===== config.mk =====
export PLATFORM = sky130hd
export DESIGN_NAME = process_sequencer
export DESIGN_NICKNAME = d
export VERILOG_FILES = /design/src/rtl/process_sequencer_pkg.sv /design/src/rtl/process_sequencer_stage_watchdog.sv /design/src/rtl/process_sequencer.sv
export SDC_FILE = /design/constraint.sdc
export NUM_CORES = 1
export LEC_CHECK = 0
export ABC_AREA = 0
export ABC_CLOCK_PERIOD_IN_PS = 4900
export CORE_MARGIN = 2
export CORE_UTILIZATION = 50
export CTS_CLUSTER_DIAMETER = 60
export DETAILED_ROUTE_END_ITERATION = 16
export GPL_ROUTABILITY_DRIVEN = 0
export PLACE_DENSITY = 0.74
export SYNTH_ARGS = -nofsm -noshare
export SYNTH_HDL_FRONTEND = slang
export SYNTH_SLANG_ARGS = --single-unit

===== constraint.sdc =====
create_clock -name clock -period 4.9 [get_ports clock]
set_input_delay 0.98 -clock clock [delete_from_list [all_inputs] [get_ports clock]]
set_output_delay 0.98 -clock clock [all_outputs]
set_load 0.05 [all_outputs]

===== src/rtl/process_sequencer_pkg.sv =====
// Shared types and helpers for the frame-level image-processing sequencer.
package process_sequencer_pkg;

  typedef enum logic [2:0] {
    ST_IDLE  = 3'd0,
    ST_RUN   = 3'd1,
    ST_GAP   = 3'd2,
    ST_DONE  = 3'd3,
    ST_ERROR = 3'd4
  } seq_state_t;

  localparam logic [1:0] STAGE_WRITE  = 2'd0;
  localparam logic [1:0] STAGE_COORD  = 2'd1;
  localparam logic [1:0] STAGE_DETECT = 2'd2;
  localparam logic [1:0] STAGE_READ   = 2'd3;
  localparam int         NUM_STAGES   = 4;

  // Lowest set mask bit at or above position 'from'; 0 when none exists.
  function automatic logic [1:0] next_set_bit(input logic [3:0] mask, input logic [2:0] from);
    logic [1:0] idx;
    idx = 2'd0;
    for (int i = NUM_STAGES - 1; i >= 0; i--) begin
      if (i >= int'(from) && mask[i]) idx = 2'(i);
    end
    return idx;
  endfunction

  function automatic logic has_set_above(input logic [3:0] mask, input logic [1:0] cur);
    logic found;
    found = 1'b0;
    for (int i = 0; i < NUM_STAGES; i++) begin
      if (i > int'(cur) && mask[i]) found = 1'b1;
    end
    return found;
  endfunction

endpackage


===== src/rtl/process_sequencer_stage_watchdog.sv =====
// Per-stage stall watchdog: down-counter reloaded while idle, flags expiry at terminal count.
module stage_watchdog #(
  parameter int TIMEOUT_CYCLES = 2**20,
  parameter int TIMEOUT_WIDTH  = 21
) (
  input  logic clock,
  input  logic reset_n,
  input  logic clear,
  input  logic run,
  output logic expired
);

  localparam logic [TIMEOUT_WIDTH-1:0] LOAD_VALUE = TIMEOUT_WIDTH'(TIMEOUT_CYCLES - 1);

  logic [TIMEOUT_WIDTH-1:0] count;

  always_ff @(posedge clock) begin
    if (!reset_n) begin
      count <= LOAD_VALUE;
    end else if (clear) begin
      count <= LOAD_VALUE;
    end else if (run && count != '0) begin
      count <= count - TIMEOUT_WIDTH'(1);
    end
  end

  // Terminal count is reached after TIMEOUT_CYCLES-1 run cycles.
  assign expired = run && !clear && (count == '0);

endmodule


===== src/rtl/process_sequencer.sv =====
// Frame sequencer: runs the four image-processing stages in order, owns all stage enables.
//   state | meaning
//   IDLE  | waiting for start with a non-zero mask
//   RUN   | enable[cur] high, watchdog counting
//   GAP   | one cycle all enables low, cur advances
//   DONE  | frame done pulse, count increments
//   ERROR | watchdog expired, sticky until abort/reset
module process_sequencer
  import process_sequencer_pkg::*;
#(
  parameter int TIMEOUT_CYCLES = 2**20,
  parameter int TIMEOUT_WIDTH  = 21,
  parameter int FRAME_WIDTH    = 16
) (
  input  logic                   clock,
  input  logic                   reset_n,
  input  logic                   in_start,
  input  logic                   in_abort,
  input  logic                   in_continuous,
  input  logic [3:0]             in_stage_mask,
  input  logic                   in_write_image_done,
  input  logic                   in_coordinates_done,
  input  logic                   in_detection_done,
  input  logic                   in_read_image_done,
  output logic                   out_write_image_en,
  output logic                   out_coordinates_en,
  output logic                   out_detection_en,
  output logic                   out_read_image_en,
  output logic                   out_busy,
  output logic                   out_process_done,
  output logic                   out_error,
  output logic [1:0]             out_timeout_stage,
  output logic [FRAME_WIDTH-1:0] out_frame_count
);

  seq_state_t state_q, state_d;
  logic [1:0] cur_q, cur_d;
  logic [3:0] mask_q, mask_d;
  logic [3:0] en_q, en_d;
  logic [3:0] done_vec;
  logic       expired;
  logic       tmo_load;

  assign done_vec = {in_read_image_done, in_detection_done,
                     in_coordinates_done, in_write_image_done};

  stage_watchdog #(
    .TIMEOUT_CYCLES (TIMEOUT_CYCLES),
    .TIMEOUT_WIDTH  (TIMEOUT_WIDTH)
  ) u_watchdog (
    .clock   (clock),
    .reset_n (reset_n),
    .clear   (state_q != ST_RUN),
    .run     (state_q == ST_RUN),
    .expired (expired)
  );

  always_comb begin
    state_d = state_q;
    cur_d   = cur_q;
    mask_d  = mask_q;
    case (state_q)
      ST_IDLE: begin
        if (in_start && in_stage_mask != 4'b0000) begin
          mask_d  = in_stage_mask;
          cur_d   = next_set_bit(in_stage_mask, 3'd0);
          state_d = ST_RUN;
        end
      end
      ST_RUN: begin
        // A done on the expiry cycle still completes the stage.
        if (done_vec[cur_q]) begin
          state_d = has_set_above(mask_q, cur_q) ? ST_GAP : ST_DONE;
        end else if (expired) begin
          state_d = ST_ERROR;
        end
      end
      ST_GAP: begin
        cur_d   = next_set_bit(mask_q, {1'b0, cur_q} + 3'd1);
        state_d = ST_RUN;
      end
      ST_DONE: begin
        if (in_continuous) begin
          cur_d   = next_set_bit(mask_q, 3'd0);
          state_d = ST_RUN;
        end else begin
          state_d = ST_IDLE;
        end
      end
      ST_ERROR: state_d = ST_ERROR;
      default:  state_d = ST_IDLE;
    endcase
    if (in_abort) state_d = ST_IDLE;

    tmo_load = (state_q == ST_RUN) && (state_d == ST_ERROR);
    en_d = 4'b0000;
    if (state_d == ST_RUN) en_d[cur_d] = 1'b1;
  end

  always_ff @(posedge clock) begin
    if (!reset_n) begin
      state_q           <= ST_IDLE;
      cur_q             <= 2'd0;
      mask_q            <= 4'b0000;
      en_q              <= 4'b0000;
      out_busy          <= 1'b0;
      out_process_done  <= 1'b0;
      out_error         <= 1'b0;
      out_timeout_stage <= 2'd0;
      out_frame_count   <= '0;
    end else begin
      state_q          <= state_d;
      cur_q            <= cur_d;
      mask_q           <= mask_d;
      en_q             <= en_d;
      out_busy         <= (state_d != ST_IDLE) && (state_d != ST_ERROR);
      out_process_done <= (state_d == ST_DONE);
      out_error        <= (state_d == ST_ERROR);
      if (tmo_load) out_timeout_stage <= cur_q;
      if (state_q == ST_DONE && !in_abort) out_frame_count <= out_frame_count + FRAME_WIDTH'(1);
    end
  end

  assign out_write_image_en = en_q[STAGE_WRITE];
  assign out_coordinates_en = en_q[STAGE_COORD];
  assign out_detection_en   = en_q[STAGE_DETECT];
  assign out_read_image_en  = en_q[STAGE_READ];

endmodule


==> metrics <==
Post-synth top cells dfxtp_1 (55), nand2_1 (24), xnor2_1 (22); Async S/R FF share, synth 0; maximum clock rate 339 MHz; leakage 1.14 nW; drt pass-1 iters 4; FF-to-FF setup slack 2.36 ns; Setup TNS 0 ns; switching fraction of total power 0.241; CP arrival 3.16 ns; CP Class in -> reg; startpoint types input port; period utilisation layout 0.602; vias in the first global route 2113; r2r startpoint u_watchdog.count[2]; Reg area 1100 um^2; crit path launch in_abort; #FFs+latches synth 55; clk buf depth 2; Cell Int Power 0.000580 W; core region area 5200 um^2; RR Endpoint out_timeout_stage[1]; P&R area growth vs syn 17.9%; Initial Utilization 0.526; post_cts resized 0; FP Rows 26; Total GRT Usage 0.192; dpl hpwl 3890 um; placed cell area 3140 um^2; 1st-iter DRT viols 127; final hold violation count 0; RSZ-0062 raised after global routing no; Comb pwr share 0.078; fin cells 403; Yosys cell types 55; worst-case reg-to-reg path depth 5; post-synthesis instance area 2740 um^2; antenna cells 0; Power Density 237 nW/um^2; Final setup viols 0; CTS Sinks 55; sequential power share 0.601; Crit path required time 5.11 ns; routed wire length 5430 um; syn_area_per_cell 9.06 um^2; Clock transition at path regs 0.09 ns; sw power 0.000184 W; vias per inst 5.56; end point of the critical path out_frame_count[6]; Max-Cap Viols 0; postcts setup bufs 0; Max FO, Critical Path 6; CP endpoint kind flip-flop; number of buffers created by CTS 5; Worst IR Drop VDD 0.000141 V; grt ovf 0; synth top area cells dfxtp_1 (40%), xnor2_1 (7.0%), and2_1 (3.9%), nand2_1 (3.3%), mux2i_1 (2.9%); Die X 78.0 um; multi-input logic area 1550 um^2; # DRC 0; relative slew slack 0.334; CTS tree done; # placed instances 395; Post-Syn Instances 302; post-synth net total 318; Clock Tree Root clkbuf_8; I/O Pins 38; Worst Tran Pin Value 0.986 ns; die area 6080 um^2; Primary FF master, synth dfxtp_1; status completed; fin crit period 2.95 ns; clock network fraction of total power 0.321; register area share after synthesis 0.402; via count 2240; Pins Over Slew Limit 0; first-pass GRT wire length 9650 um; post-route ant nets 0; HP Class reg -> reg; Worst Skew 0.0136 ns; Worst Hold Slack 0.467 ns; hold-fix buffers at CTS 0; largest net degree at the start of global routing 31; Die H 78.0 um; Final nets 348; H-tree Lvls 2; count leader, synth dfxtp_1; Filler cells 484; EDFF count, synth 0; total number of yosys warnings 0; worst skew pair latency 0.31 ns; cell taking the most area after synthesis dfxtp_1; antenna violations before repair 0; share of layout cells above drive strength 1 0.0631; Finished Cell Area 3230 um^2; PortBufs 37; Routed WL per cell 13.5 um; top cell type's share of synthesized area 0.402
==> stage by stage <==
| stage | worst slack [ns] | power (W) | utilization |
|---|---|---|---|
| after global routing | 1.77 | 0.000798 | 0.620 |
| after global placement | 1.72 | 0.000529 | 0.603 |
| after floorplan | 2.55 | 0.000508 | - |
| final | 1.95 | 0.000764 | 0.620 |
| after CTS | 1.98 | 0.000772 | 0.620 |
| after detailed placement | 1.65 | 0.000529 | 0.603 |
==> area by class of cell <==
type,instances,area share
multi-input combinational,224,0.479
inverter,9,0.0105
timing repair buffer,37,0.115
tap,70,0.0271
clock inverter,3,0.00620
sequential,55,0.341
clock buffer,5,0.0213
==> placed cells by master, fill, tap and decap left out, drive strengths merged, types with 3 or more instances in the layout <==
cell / count
nand4: 7
and4: 4
a211oi: 4
dfxtp: 55
or4: 6
clkbuf: 5
nor2b: 10
a21oi: 14
nand2b: 5
inv: 9
nor2: 14
o211ai: 4
and2: 18
clkdlybuf4s50: 37
o21ai: 10
nor3: 4
nor4: 4
o31ai: 7
or3: 4
mux2i: 8
nand3: 15
and3: 5
a2111oi: 3
nand2: 25
ha: 3
nor3b: 4
xnor2: 22
==> per-layer routing <==
layer  wire (um)  GRT usage  up-vias
li1            -          -     1146
met1        2840      0.273     1039
met2        2310      0.291       48
met3         198     0.0395        7
met4          75     0.0632        0
met5           0          0        -
==> cell families after synthesis <==
family	share of synthesized area
mux	0.0375
buf+inv	0.0334
fa+ha+maj	0.0137
flops	0.402
xor+xnor	0.0736
simple gates	0.299
compound gates	0.140
==> registers in the layout, indices dropped and copies added, names as in the netlist <==
register and cells:
out_timeout_stage 2, en_q 4, state_q 3, u_watchdog.count 21, mask_q 4, out_frame_count 16, out_process_done 1, out_busy 1
cur_q 2, out_error 1
==> worst max-delay path, cell delays in order <==
cell	delay, ns
clkdlybuf4s50_1	0.47
nor4bb_1	0.86
and3_1	0.40
nand4_1	0.14
xnor2_1	0.14
and2_1	0.15
==> power groups by stage <==
| stage | logic (W) | registers, W | clock network, W |
|---|---|---|---|
| 4_1_cts | 0.0000596 | 0.000459 | 0.000253 |
| 3_3_place_gp | 0.0000592 | 0.000470 | 0 |
| 3_5_place_dp | 0.0000596 | 0.000470 | 0 |
| 5_1_grt | 0.0000653 | 0.000461 | 0.000272 |
| 6_report | 0.0000595 | 0.000459 | 0.000245 |
| 2_1_floorplan | 0.0000379 | 0.000470 | 0 |
==> worst min path at each step <==
stage | from | end | slack [ns] | cells past startpoint
floorplan | u_watchdog.count[20] | u_watchdog.count[20] | 0.48 | 2
global placement | out_timeout_stage[0] | out_timeout_stage[0] | 0.45 | 2
detailed placement | out_timeout_stage[1] | out_timeout_stage[1] | 0.46 | 2
CTS | out_timeout_stage[1] | out_timeout_stage[1] | 0.47 | 2
global route | out_timeout_stage[0] | out_timeout_stage[0] | 0.49 | 2
finish | out_timeout_stage[1] | out_timeout_stage[1] | 0.47 | 2
Power figures use the tool's default switching activity.
